$ cat src/rtl/clint_tmr_if.sv
// Simple peripheral bus between the core and the CLINT timer block.
// Valid/ready request channel plus valid/ready response channel.
// The master drives requests and response-ready; the slave answers.
interface clint_tmr_if;
    logic        req_vld;
    logic        req_rdy;
    logic        req_wen;
    logic [31:0] req_addr;
    logic [31:0] req_wdat;
    logic        rsp_vld;
    logic        rsp_rdy;
    logic [31:0] rsp_rdat;
    logic        rsp_err;

    modport master (
        output req_vld, req_wen, req_addr, req_wdat, rsp_rdy,
        input  req_rdy, rsp_vld, rsp_rdat, rsp_err
    );

    modport slave (
        input  req_vld, req_wen, req_addr, req_wdat, rsp_rdy,
        output req_rdy, rsp_vld, rsp_rdat, rsp_err
    );
endinterface

$ cat src/rtl/clint_tmr.sv
// Core-local interruptor: mtime/mtimecmp machine timer plus msip software interrupt.
// Latency: response one cycle after request accept; tmr_ip registered from next-state values.
// Backpressure: single outstanding response, req_rdy = !rsp_vld | rsp_rdy; response held until consumed.
module clint_tmr #(
    parameter int unsigned TICK_DIV  = 1,
    parameter logic [31:0] BASE_ADDR = 32'h0200_0000
) (
    input  logic       clk,
    input  logic       rst,
    clint_tmr_if.slave bus,
    output logic       tmr_ip,
    output logic       sft_ip
);
    localparam logic [15:0] DIV_LAST = 16'(TICK_DIV - 1);

    logic        msip_q, msip_d;
    logic [63:0] mtime_q, mtime_d;
    logic [63:0] mtimecmp_q, mtimecmp_d;
    logic [15:0] pcnt_q, pcnt_d;
    logic        rsp_vld_q, rsp_err_q;
    logic [31:0] rsp_rdat_q;

    logic        acc, wr, in_win, hit, tick;
    logic        sel_msip, sel_cmp_lo, sel_cmp_hi, sel_tm_lo, sel_tm_hi;
    logic [31:0] rd_dat;

    assign bus.req_rdy  = !rsp_vld_q || bus.rsp_rdy;
    assign bus.rsp_vld  = rsp_vld_q;
    assign bus.rsp_rdat = rsp_rdat_q;
    assign bus.rsp_err  = rsp_err_q;
    assign sft_ip       = msip_q;

    assign acc    = bus.req_vld && bus.req_rdy;
    assign wr     = acc && bus.req_wen;
    assign in_win = (bus.req_addr[31:16] == BASE_ADDR[31:16]);

    assign sel_msip   = in_win && (bus.req_addr[15:0] == 16'h0000);
    assign sel_cmp_lo = in_win && (bus.req_addr[15:0] == 16'h4000);
    assign sel_cmp_hi = in_win && (bus.req_addr[15:0] == 16'h4004);
    assign sel_tm_lo  = in_win && (bus.req_addr[15:0] == 16'hBFF8);
    assign sel_tm_hi  = in_win && (bus.req_addr[15:0] == 16'hBFFC);
    assign hit        = sel_msip || sel_cmp_lo || sel_cmp_hi || sel_tm_lo || sel_tm_hi;

    assign tick = (pcnt_q == DIV_LAST);

    // Read data always reflects the register contents before this edge's update.
    always_comb begin
        rd_dat = '0;
        if (sel_msip)   rd_dat = {31'd0, msip_q};
        if (sel_cmp_lo) rd_dat = mtimecmp_q[31:0];
        if (sel_cmp_hi) rd_dat = mtimecmp_q[63:32];
        if (sel_tm_lo)  rd_dat = mtime_q[31:0];
        if (sel_tm_hi)  rd_dat = mtime_q[63:32];
    end

    always_comb begin
        mtime_d    = tick ? (mtime_q + 64'd1) : mtime_q;
        pcnt_d     = tick ? 16'd0 : (pcnt_q + 16'd1);
        mtimecmp_d = mtimecmp_q;
        msip_d     = msip_q;
        // A write to either mtime half overrides the tick: other half keeps its old value.
        if (wr && sel_tm_lo) begin
            mtime_d = {mtime_q[63:32], bus.req_wdat};
            pcnt_d  = 16'd0;
        end
        if (wr && sel_tm_hi) begin
            mtime_d = {bus.req_wdat, mtime_q[31:0]};
            pcnt_d  = 16'd0;
        end
        if (wr && sel_cmp_lo) mtimecmp_d = {mtimecmp_q[63:32], bus.req_wdat};
        if (wr && sel_cmp_hi) mtimecmp_d = {bus.req_wdat, mtimecmp_q[31:0]};
        if (wr && sel_msip)   msip_d     = bus.req_wdat[0];
    end

    always_ff @(posedge clk) begin
        if (rst) begin
            msip_q     <= 1'b0;
            mtime_q    <= 64'h0;
            mtimecmp_q <= 64'hFFFF_FFFF_FFFF_FFFF;
            pcnt_q     <= 16'd0;
            tmr_ip     <= 1'b0;
            rsp_vld_q  <= 1'b0;
            rsp_err_q  <= 1'b0;
            rsp_rdat_q <= 32'd0;
        end else begin
            msip_q     <= msip_d;
            mtime_q    <= mtime_d;
            mtimecmp_q <= mtimecmp_d;
            pcnt_q     <= pcnt_d;
            tmr_ip     <= (mtime_d >= mtimecmp_d);
            if (acc) begin
                rsp_vld_q  <= 1'b1;
                rsp_err_q  <= !hit;
                rsp_rdat_q <= bus.req_wen ? 32'd0 : rd_dat;
            end else if (bus.rsp_rdy) begin
                rsp_vld_q  <= 1'b0;
                rsp_err_q  <= 1'b0;
                rsp_rdat_q <= 32'd0;
            end
        end
    end
endmodule
$ cat src/flat_wrapper.sv
// flat-port wrapper written by rule: the top's interface ports become plain ports
module clint_tmr_flat 
#(
    parameter int unsigned TICK_DIV  = 1,
    parameter logic [31:0] BASE_ADDR = 32'h0200_0000
)
  (clk, rst, tmr_ip, sft_ip, bus_req_vld, bus_req_wen, bus_req_addr, bus_req_wdat, bus_rsp_rdy, bus_req_rdy, bus_rsp_vld, bus_rsp_rdat, bus_rsp_err);
  clint_tmr_if bus_i ();
  input  logic clk;
  input  logic rst;
  output logic tmr_ip;
  output logic sft_ip;
  input wire logic [$bits(bus_i.req_vld)-1:0] bus_req_vld;
  input wire logic [$bits(bus_i.req_wen)-1:0] bus_req_wen;
  input wire logic [$bits(bus_i.req_addr)-1:0] bus_req_addr;
  input wire logic [$bits(bus_i.req_wdat)-1:0] bus_req_wdat;
  input wire logic [$bits(bus_i.rsp_rdy)-1:0] bus_rsp_rdy;
  output wire logic [$bits(bus_i.req_rdy)-1:0] bus_req_rdy;
  output wire logic [$bits(bus_i.rsp_vld)-1:0] bus_rsp_vld;
  output wire logic [$bits(bus_i.rsp_rdat)-1:0] bus_rsp_rdat;
  output wire logic [$bits(bus_i.rsp_err)-1:0] bus_rsp_err;
  assign bus_i.req_vld = bus_req_vld;
  assign bus_i.req_wen = bus_req_wen;
  assign bus_i.req_addr = bus_req_addr;
  assign bus_i.req_wdat = bus_req_wdat;
  assign bus_i.rsp_rdy = bus_rsp_rdy;
  assign bus_req_rdy = bus_i.req_rdy;
  assign bus_rsp_vld = bus_i.rsp_vld;
  assign bus_rsp_rdat = bus_i.rsp_rdat;
  assign bus_rsp_err = bus_i.rsp_err;
  clint_tmr #(.TICK_DIV(TICK_DIV), .BASE_ADDR(BASE_ADDR)) u_core (.clk(clk), .rst(rst), .bus(bus_i), .tmr_ip(tmr_ip), .sft_ip(sft_ip));
endmodule
$ cat config.mk
export PLATFORM = sky130hd
export DESIGN_NAME = clint_tmr_flat
export DESIGN_NICKNAME = d
export VERILOG_FILES = /design/src/rtl/clint_tmr_if.sv /design/src/rtl/clint_tmr.sv /design/src/flat_wrapper.sv
export SDC_FILE = /design/constraint.sdc
export NUM_CORES = 1
export LEC_CHECK = 0
export BUFFER_PORTS_ARGS = -buffer_cell sky130_fd_sc_hd__clkbuf_2
export CAP_MARGIN = 20
export CORE_ASPECT_RATIO = 1.4
export CORE_MARGIN = 3
export CORE_UTILIZATION = 35
export CTS_BUF_LIST = sky130_fd_sc_hd__clkbuf_4
export CTS_CLUSTER_SIZE = 24
export DETAILED_ROUTE_END_ITERATION = 8
export SLEW_MARGIN = 20
export SYNTH_ARGS = -nofsm -noshare
export SYNTH_HDL_FRONTEND = slang
export SYNTH_SLANG_ARGS = --single-unit
$ cat constraint.sdc
create_clock -name clk -period 5.39 [get_ports clk]
set_clock_uncertainty 0.05 [all_clocks]
set_input_delay 0.539 -clock clk [delete_from_list [all_inputs] [get_ports clk]]
set_output_delay 0.539 -clock clk [all_outputs]
set_load 0.1 [all_outputs]
==> qor.json, run 1 <==
{
  "run_status": "complete, no violations",
  "fp.dieH_um": 215,
  "initial_core_util_pct": 36.0,
  "multi_input_area_um2": 6950,
  "drt_pre_antenna_iters": 6,
  "share_of_the_synthesized_area_in_the_top_cell_type_pct": 32.9,
  "regArea_um2": 3600,
  "tritoncts": "yes",
  "cts.clk_slew.worst_paths_ns": 0.16,
  "total_clock_buffers_created_by_cts": 17,
  "synthesis.area_um2": 10900,
  "ctsRootBufferMaster": "clkbuf_4",
  "vdd.ir_drop.worst_v": 0.000122,
  "min_path_type": "in -> reg",
  "detail_route.wirelength_mm": 42.7,
  "cell_type_with_the_largest_total_area_after_synthesis": "dfxtp_1",
  "count_of_state_elements_after_synthesis": 180,
  "grt_first_pass_wirelength_mm": 65.4,
  "slew-limit-headroom_pct": 37.2,
  "synth_cells": 1358,
  "finalCriticalPeriod_ns": 5.21,
  "grt_pass1_vias": 11300,
  "portBuffers": 105,
  "highest_attainable_clock_frequency_mhz": 192,
  "place_inst": 1807,
  "place.gp.congestion": 1.01,
  "dpl.hpwl_mm": 31.3,
  "power.density_cell_area_nw_per_um2": 181,
  "path_class": "reg -> reg",
  "cts.repair_timing.setup_buffer_count": 0,
  "synthesis.area_per_instance_um2": 8.05,
  "power.leakage_nw": 4.51,
  "yosysUniqueCellTypes": 62,
  "drt-vias-per-instance": 6.11,
  "finalNetCount": 1578,
  "total_setup_violations_reported_at_the_end_of_the_flow": 0,
  "initial_antenna_violation_count": 1,
  "final_min_period_over_clock_period_pct": 96.6,
  "drt-initial-drc-count": 1027,
  "dr_wl_cell_um": 23.2,
  "cts.sinks": 180,
  "ys_async_sr_fraction_pct": 0,
  "crit_fanout": 9,
  "syn-num-nets": 1494,
  "timing.setup.tns_ns": 0,
  "num-fill-cells": 3222,
  "antenna_violating_nets_post_route": 0,
  "crit_path_end_kind": "flip-flop",
  "hold_violations": 0,
  "cts_htree_levels": 4,
  "grt_max_degree": 97,
  "pin_count": 106,
  "finalNonFillerCells": 1840,
  "gr-total-overflow": 0,
  "worst-endpoint-arrival_ns": 5.68,
  "fp.coreArea_um2": 30400,
  "yosys_warnings": 0,
  "synth_edf_count": 0,
  "design.die.area_um2": 33400,
  "routed-via-count": 11200,
  "max_cap_violations": 0,
  "post_synth_main_area_contributors": "dfxtp_1 (33%), ha_1 (7.7%), a21oi_1 (5.6%), o21ai_0 (4.5%), nand2_1 (3.9%)",
  "post-route-drc-count": 0,
  "slew_viol_final": 0,
  "ctsResizeCount": 0,
  "grt_resource_usage_total_pct": 25.2,
  "worst_ep_required_time_ns": 5.86,
  "clock_path_buffers": 2,
  "synth_sequential_area_ratio_pct": 32.9,
  "insertion_delay_ns": 0.67,
  "tightestPinTransition_ns": 0.918,
  "cts_hold_buffers": 0,
  "rsz0062_at_grt": "false",
  "layout-drive-gt1-share_pct": 14.4,
  "core.rowCount": 75,
  "syn2layout_area_growth_pct": 12.2,
  "chipWidth_um": 155,
  "startpoint_class": "flip-flop",
  "ys_dominant_reg_cell": "dfxtp_1"
}
[placed cells by master (no fill, tap or decap), drive strengths merged, types with 35 or more instances in the layout]
master / netlist / layout
a211o: 35 / 35
a211oi: 38 / 38
a21oi: 123 / 123
buf: 20 / 49
clkbuf: 68 / 123
dfxtp: 180 / 180
ha: 67 / 67
nand2: 114 / 114
nand3: 36 / 36
nand4: 38 / 38
nor2: 114 / 114
nor2b: 63 / 63
nor3: 41 / 41
nor4: 36 / 36
o21ai: 101 / 101
[final timing paths]
kind                      startpoint                 end  slack, ns  cells past startpoint
setup / recovery  u_core.mtime_q[17]       u_core.tmr_ip       0.18                     15
setup reg to reg  u_core.mtime_q[17]       u_core.tmr_ip       0.18                     15
hold / removal           bus_rsp_rdy  u_core.bus.rsp_err       0.12                      4
hold reg to reg   u_core.bus.rsp_err  u_core.bus.rsp_err       0.43                      2
[worst max-delay path, cell delays in order, from the launching register on]
cell and delay [ns]:
dfxtp_1 0.60, nand2_1 0.32, or4_4 0.61, nor4_4 0.44, o2111ai_2 0.35, nor4_1 0.39
xnor2_1 0.20, a21oi_1 0.11, ha_1 0.33, nand4_1 0.19, a21oi_1 0.06, a2111oi_0 0.75
buf_4 0.22, nor2_1 0.04, nor3_1 0.28, a21oi_1 0.11
[synth_stat cells, types with 31 or more instances]
cell type / n
nand3_1: 36
nor2b_1: 63
clkbuf_1: 68
dfxtp_1: 180
o21ai_0: 98
nor3_1: 40
a221oi_1: 31
nor4_1: 31
xnor2_1: 32
mux2i_1: 34
nand4_1: 38
a211oi_1: 38
a211o_1: 35
nor2_1: 113
nand2_1: 114
a21oi_1: 123
ha_1: 67
a22oi_1: 33
[cells by family after synthesis]
logic type	after synthesis	synth area share [%]
xor+xnor	46	3.68
flops	180	32.9
buf+inv	108	3.97
compound gates	410	24.2
mux	36	3.32
simple gates	511	24.2
fa+ha+maj	67	7.66
[registers in the layout, indices dropped and copies added, names as in the netlist]
register	cells
u_core.mtime_q	64
u_core.mtimecmp_q	64
u_core.bus.rsp_rdat	32
u_core.pcnt_q	16
u_core.bus.rsp_err	1
u_core.bus.rsp_vld	1
u_core.sft_ip	1
u_core.tmr_ip	1
[per-layer routing]
| metal | GRT usage [%] | up-vias | part of all wire, % |
|---|---|---|---|
| met4 | 13.4 | 0 | 5.2 |
| met5 | 0 | - | 0 |
| met1 | 28.4 | 5400 | 38 |
| met2 | 44.1 | 474 | 51 |
| met3 | 4.97 | 123 | 6.2 |
| li1 | - | 5248 | - |
[where the power goes]
| group | internal [W] | switching [W] |
|---|---|---|
| sequential | 0.00133 | 0.00000343 |
| combinational | 0.0000358 | 0.000101 |
| clock | 0.000237 | 0.000511 |
| total | 0.00161 | 0.000616 |
[layout make-up]
type,instances,area share [%]
diodes,1,0.0204
clock inverters,12,0.857
clock buffers,19,1.16
multi-input cells,1070,56.7
flip-flops and latches,180,29.4
inverters,20,0.612
repair buffers,153,7.37
well taps,385,3.93
[per-stage QoR]
stage / total power [W] / utilization, % / cell area, µm² / hold slack, ns / setup WS (ns)
floorplan: 0.00142 / - / 10900 / 0.388 / 0.0209
global placement: 0.00150 / 39.5 / 12000 / 0.406 / 0.160
detailed placement: 0.00150 / 39.5 / 12000 / 0.410 / 0.141
CTS: 0.00225 / 40.3 / 12300 / 0.0711 / 0.277
global route: 0.00230 / 40.3 / 12300 / 0.0886 / 0.0265
finish: 0.00222 / 40.3 / 12300 / 0.116 / 0.184
No activity file was read; power rests on OpenSTA's default activity.
==> run 2: changes to the inputs <==
--- a/config.mk
+++ b/config.mk
@@ -12,5 +12,5 @@
 export CORE_UTILIZATION = 35
 export CTS_BUF_LIST = sky130_fd_sc_hd__clkbuf_4
-export CTS_CLUSTER_SIZE = 24
+export CTS_CLUSTER_SIZE = 12
 export DETAILED_ROUTE_END_ITERATION = 8
 export SLEW_MARGIN = 20
==> constraint.sdc (replaced) <==
create_clock -name clk -period 5.39 [get_ports clk]
set_clock_uncertainty 0.05 [all_clocks]
set_input_delay 1.078 -clock clk [delete_from_list [all_inputs] [get_ports clk]]
set_output_delay 1.078 -clock clk [all_outputs]
set_load 0.1 [all_outputs]
==> qor.json, run 2 (synthesis gave the netlist of run 1 again) <==
{
  "critical-path-slowest-cell": "nor4_4",
  "syn2layout_area_growth_pct": 13.6,
  "initial_core_util": {"value": 36.0, "unit": "%", "change": "unchanged"},
  "reg2reg_depth": {"value": 18, "change": "+3"},
  "total_setup_violations_reported_at_the_end_of_the_flow": {"value": 0, "change": "unchanged"},
  "place.gp.congestion": {"value": 0.996, "change": "-1.9%"},
  "drt_pre_antenna_iters": {"value": 6, "change": "unchanged"},
  "pin_count": {"value": 106, "change": "unchanged"},
  "grt_first_pass_wirelength": {"value": 64.1, "unit": "mm", "change": "-1.9%"},
  "chipWidth": {"value": 155, "unit": "µm", "change": "unchanged"},
  "final_min_period_over_clock_period": {"value": 90.2, "unit": "%", "change": "-6.4 points"},
  "cpLargestDelayFamily": "simple AND/OR/NAND/NOR gates",
  "clock_path_buffers": {"value": 2, "change": "unchanged"},
  "portBuffers": {"value": 105, "change": "unchanged"},
  "detail_route.wirelength": {"value": 41.7, "unit": "mm", "change": "-2.3%"},
  "hold_path_end": "u_core.bus.rsp_rdat[0]",
  "cts.repair_timing.setup_buffer_count": {"value": 0, "change": "unchanged"},
  "cts_hold_buffers": {"value": 0, "change": "unchanged"},
  "crit_path_end_kind": "flip-flop",
  "design.die.area": {"value": 33400, "unit": "µm²", "change": "unchanged"},
  "slew_viol_final": {"value": 0, "change": "unchanged"},
  "hold_crit_start": "u_core.bus.rsp_rdat[0]",
  "worstPathCellList": "inv_1, ha_1, nor4b_1, nand4_1, nor4_4, o211ai_1, or3_1, xor2_1, a21oi_1, ha_1, nand4_1, nor4_1, buf_4, nand3_1, or3_1, o22ai_1, o31ai_1, a21oi_1",
  "leading_cell_types_in_the_layout_fill_and_taps_excluded": "dfxtp_1 (180), a21oi_1 (123), nand2_1 (113)",
  "routed-via-count": {"value": 11300, "change": "+0.12%"},
  "cts.clk_slew.worst_paths": {"value": 0.16, "unit": "ns", "change": "about the same"},
  "core.rowCount": {"value": 75, "change": "unchanged"},
  "post-route-drc-count": {"value": 0, "change": "unchanged"},
  "dr_wl_cell": {"value": 22.5, "unit": "µm", "change": "-3.3%"},
  "tritoncts": "yes",
  "path_class": "reg -> reg",
  "reg2reg_slack": {"value": 0.53, "unit": "ns", "change": "+0.34 ns"},
  "reg2reg_from": "u_core.pcnt_q[0]",
  "insertion_delay": {"value": 0.67, "unit": "ns", "change": "about the same"},
  "drt-initial-drc-count": {"value": 998, "change": "-2.8%"},
  "fp.dieH": {"value": 215, "unit": "µm", "change": "unchanged"},
  "antenna_violating_nets_post_route": {"value": 0, "change": "unchanged"},
  "worst_ep_required_time": {"value": 5.95, "unit": "ns", "change": "+0.09 ns"},
  "crit_fanout": {"value": 7, "change": "-2"},
  "grt_max_degree": {"value": 69, "change": "-29%"},
  "finalNetCount": {"value": 1595, "change": "+1.1%"},
  "grt_resource_usage_total": {"value": 24.6, "unit": "%", "change": "-0.52 points"},
  "most_common_library_cell_in_the_layout_ignoring_fill_and_taps": "dfxtp_1",
  "total_clock_buffers_created_by_cts": {"value": 17, "change": "unchanged"},
  "post-layout-total-power": {"value": 0.00225, "unit": "W", "change": "+1.0%"},
  "grt_pass1_vias": {"value": 11100, "change": "-1.8%"},
  "min_path_type": "reg -> reg",
  "cts.sinks": {"value": 180, "change": "unchanged"},
  "gr-total-overflow": {"value": 0, "change": "unchanged"},
  "slowest_delay": {"value": 0.58, "unit": "ns", "change": "-0.17 ns"},
  "power.density_cell_area": {"value": 181, "unit": "nW/µm²", "change": "-0.28%"},
  "tightestPinTransition": {"value": 0.931, "unit": "ns", "change": "+0.0134 ns"},
  "fp.coreArea": {"value": 30400, "unit": "µm²", "change": "unchanged"},
  "initial_antenna_violation_count": {"value": 1, "change": "unchanged"},
  "cts_htree_levels": {"value": 4, "change": "unchanged"},
  "worst-endpoint-arrival": {"value": 5.42, "unit": "ns", "change": "-0.26 ns"},
  "r2r_end": "u_core.tmr_ip",
  "drt-vias-per-instance": {"value": 6.06, "change": "-0.85%"},
  "cp.buffers_inverters": {"value": 2, "change": "+1"},
  "hold_violations": {"value": 0, "change": "unchanged"},
  "ctsRootBufferMaster": "clkbuf_4",
  "hold_depth": {"value": 2, "change": "-2"},
  "layout.core_utilization": {"value": 40.9, "unit": "%", "change": "+0.52 points"},
  "run_status": "complete, no violations",
  "power.leakage": {"value": 4.60, "unit": "nW", "change": "+2.0%"},
  "rsz0062_at_grt": "false",
  "layout-drive-gt1-share": {"value": 15.4, "unit": "%", "change": "+0.91 points"},
  "finalCriticalPeriod": {"value": 4.86, "unit": "ns", "change": "-0.343 ns"},
  "vdd.ir_drop.worst": {"value": 0.000119, "unit": "V", "change": "-2.5%"},
  "slew-limit-headroom": {"value": 37.8, "unit": "%", "change": "+0.62 points"},
  "ctsResizeCount": {"value": 0, "change": "unchanged"},
  "highest_attainable_clock_frequency": {"value": 206, "unit": "MHz", "change": "+7.0%"},
  "startpoint_class": "flip-flop",
  "max_cap_violations": {"value": 0, "change": "unchanged"},
  "dpl.hpwl": {"value": 31.8, "unit": "mm", "change": "+1.5%"}
}
-- run 2: cell count changes in the layout (fill, tap and decap cells not counted) --
| cell | previous run | this run |
|---|---|---|
| buf_4 | 47 | 63 |
| buf_12 | 1 | 3 |
| clkbuf_4 | 19 | 17 |
| clkinv_1 | 2 | 4 |
| inv_6 | 3 | 5 |
| buf_6 | 1 | 0 |
| clkinv_2 | 4 | 3 |
| clkinvlp_4 | 1 | 0 |
| inv_8 | 0 | 1 |
-- run 2: report_power, final --
part | internal (W) | leakage (nW) | switching (W) | total, W
combinational | 0.0000387 | 3.00 | 0.000102 | 0.000141
sequential | 0.00133 | 1.45 | 0.00000348 | 0.00134
clock | 0.000234 | 0.146 | 0.000533 | 0.000767
total | 0.00161 | 4.60 | 0.000639 | 0.00225
-- run 2: area by class of cell --
type | instances | area, µm²
multi-input cells | 1070 | 6950
clock buffers | 17 | 128
fillers | 3211 | 18000
flip-flops and latches | 180 | 3600
clock inverters | 15 | 129
repair buffers | 170 | 1050
diodes | 1 | 2.50
well taps | 385 | 482
inverters | 20 | 75.1
-- run 2: worst min-delay path, cell delays in order, from the launching register on --
cell     delay, ns
dfxtp_1       0.34
nand2_1       0.05
nand2_1       0.04
-- run 2: metal layers --
layer  part of all wire [%]  track usage (%)  wire, µm  vias to the layer above
li1                       -                -         -                     5277
met1                     37             27.4     15600                     5369
met2                     51             44.2     21300                      475
met3                    5.5             3.66      2320                      138
met4                    5.9             13.8      2450                        0
met5                      0                0         0                        -
-- run 2: through the flow --
step	instances	setup slack, ns	cell area (µm²)	hold slack (ns)	setup TNS (ns)
after floorplan	1358	0.274	10900	0.388	0
after global placement	1825	-0.131	12200	0.378	-0.131
after detailed placement	1825	-0.126	12200	0.386	-0.126
after CTS	1857	0.574	12400	0.405	0
after global routing	1858	0.0251	12400	0.437	0
final	1858	0.526	12400	0.400	0
-- run 2: how the worst max path moves through the flow --
| stage | start | endpoint | cells past startpoint |
|---|---|---|---|
| finish | u_core.pcnt_q[0] | u_core.tmr_ip | 18 |
| global route | u_core.pcnt_q[0] | u_core.tmr_ip | 17 |
| CTS | u_core.pcnt_q[0] | u_core.tmr_ip | 17 |
| detailed placement | bus_req_addr[14] | u_core.tmr_ip | 19 |
| global placement | bus_req_addr[14] | u_core.tmr_ip | 17 |
| floorplan | bus_rsp_rdy | u_core.tmr_ip | 17 |
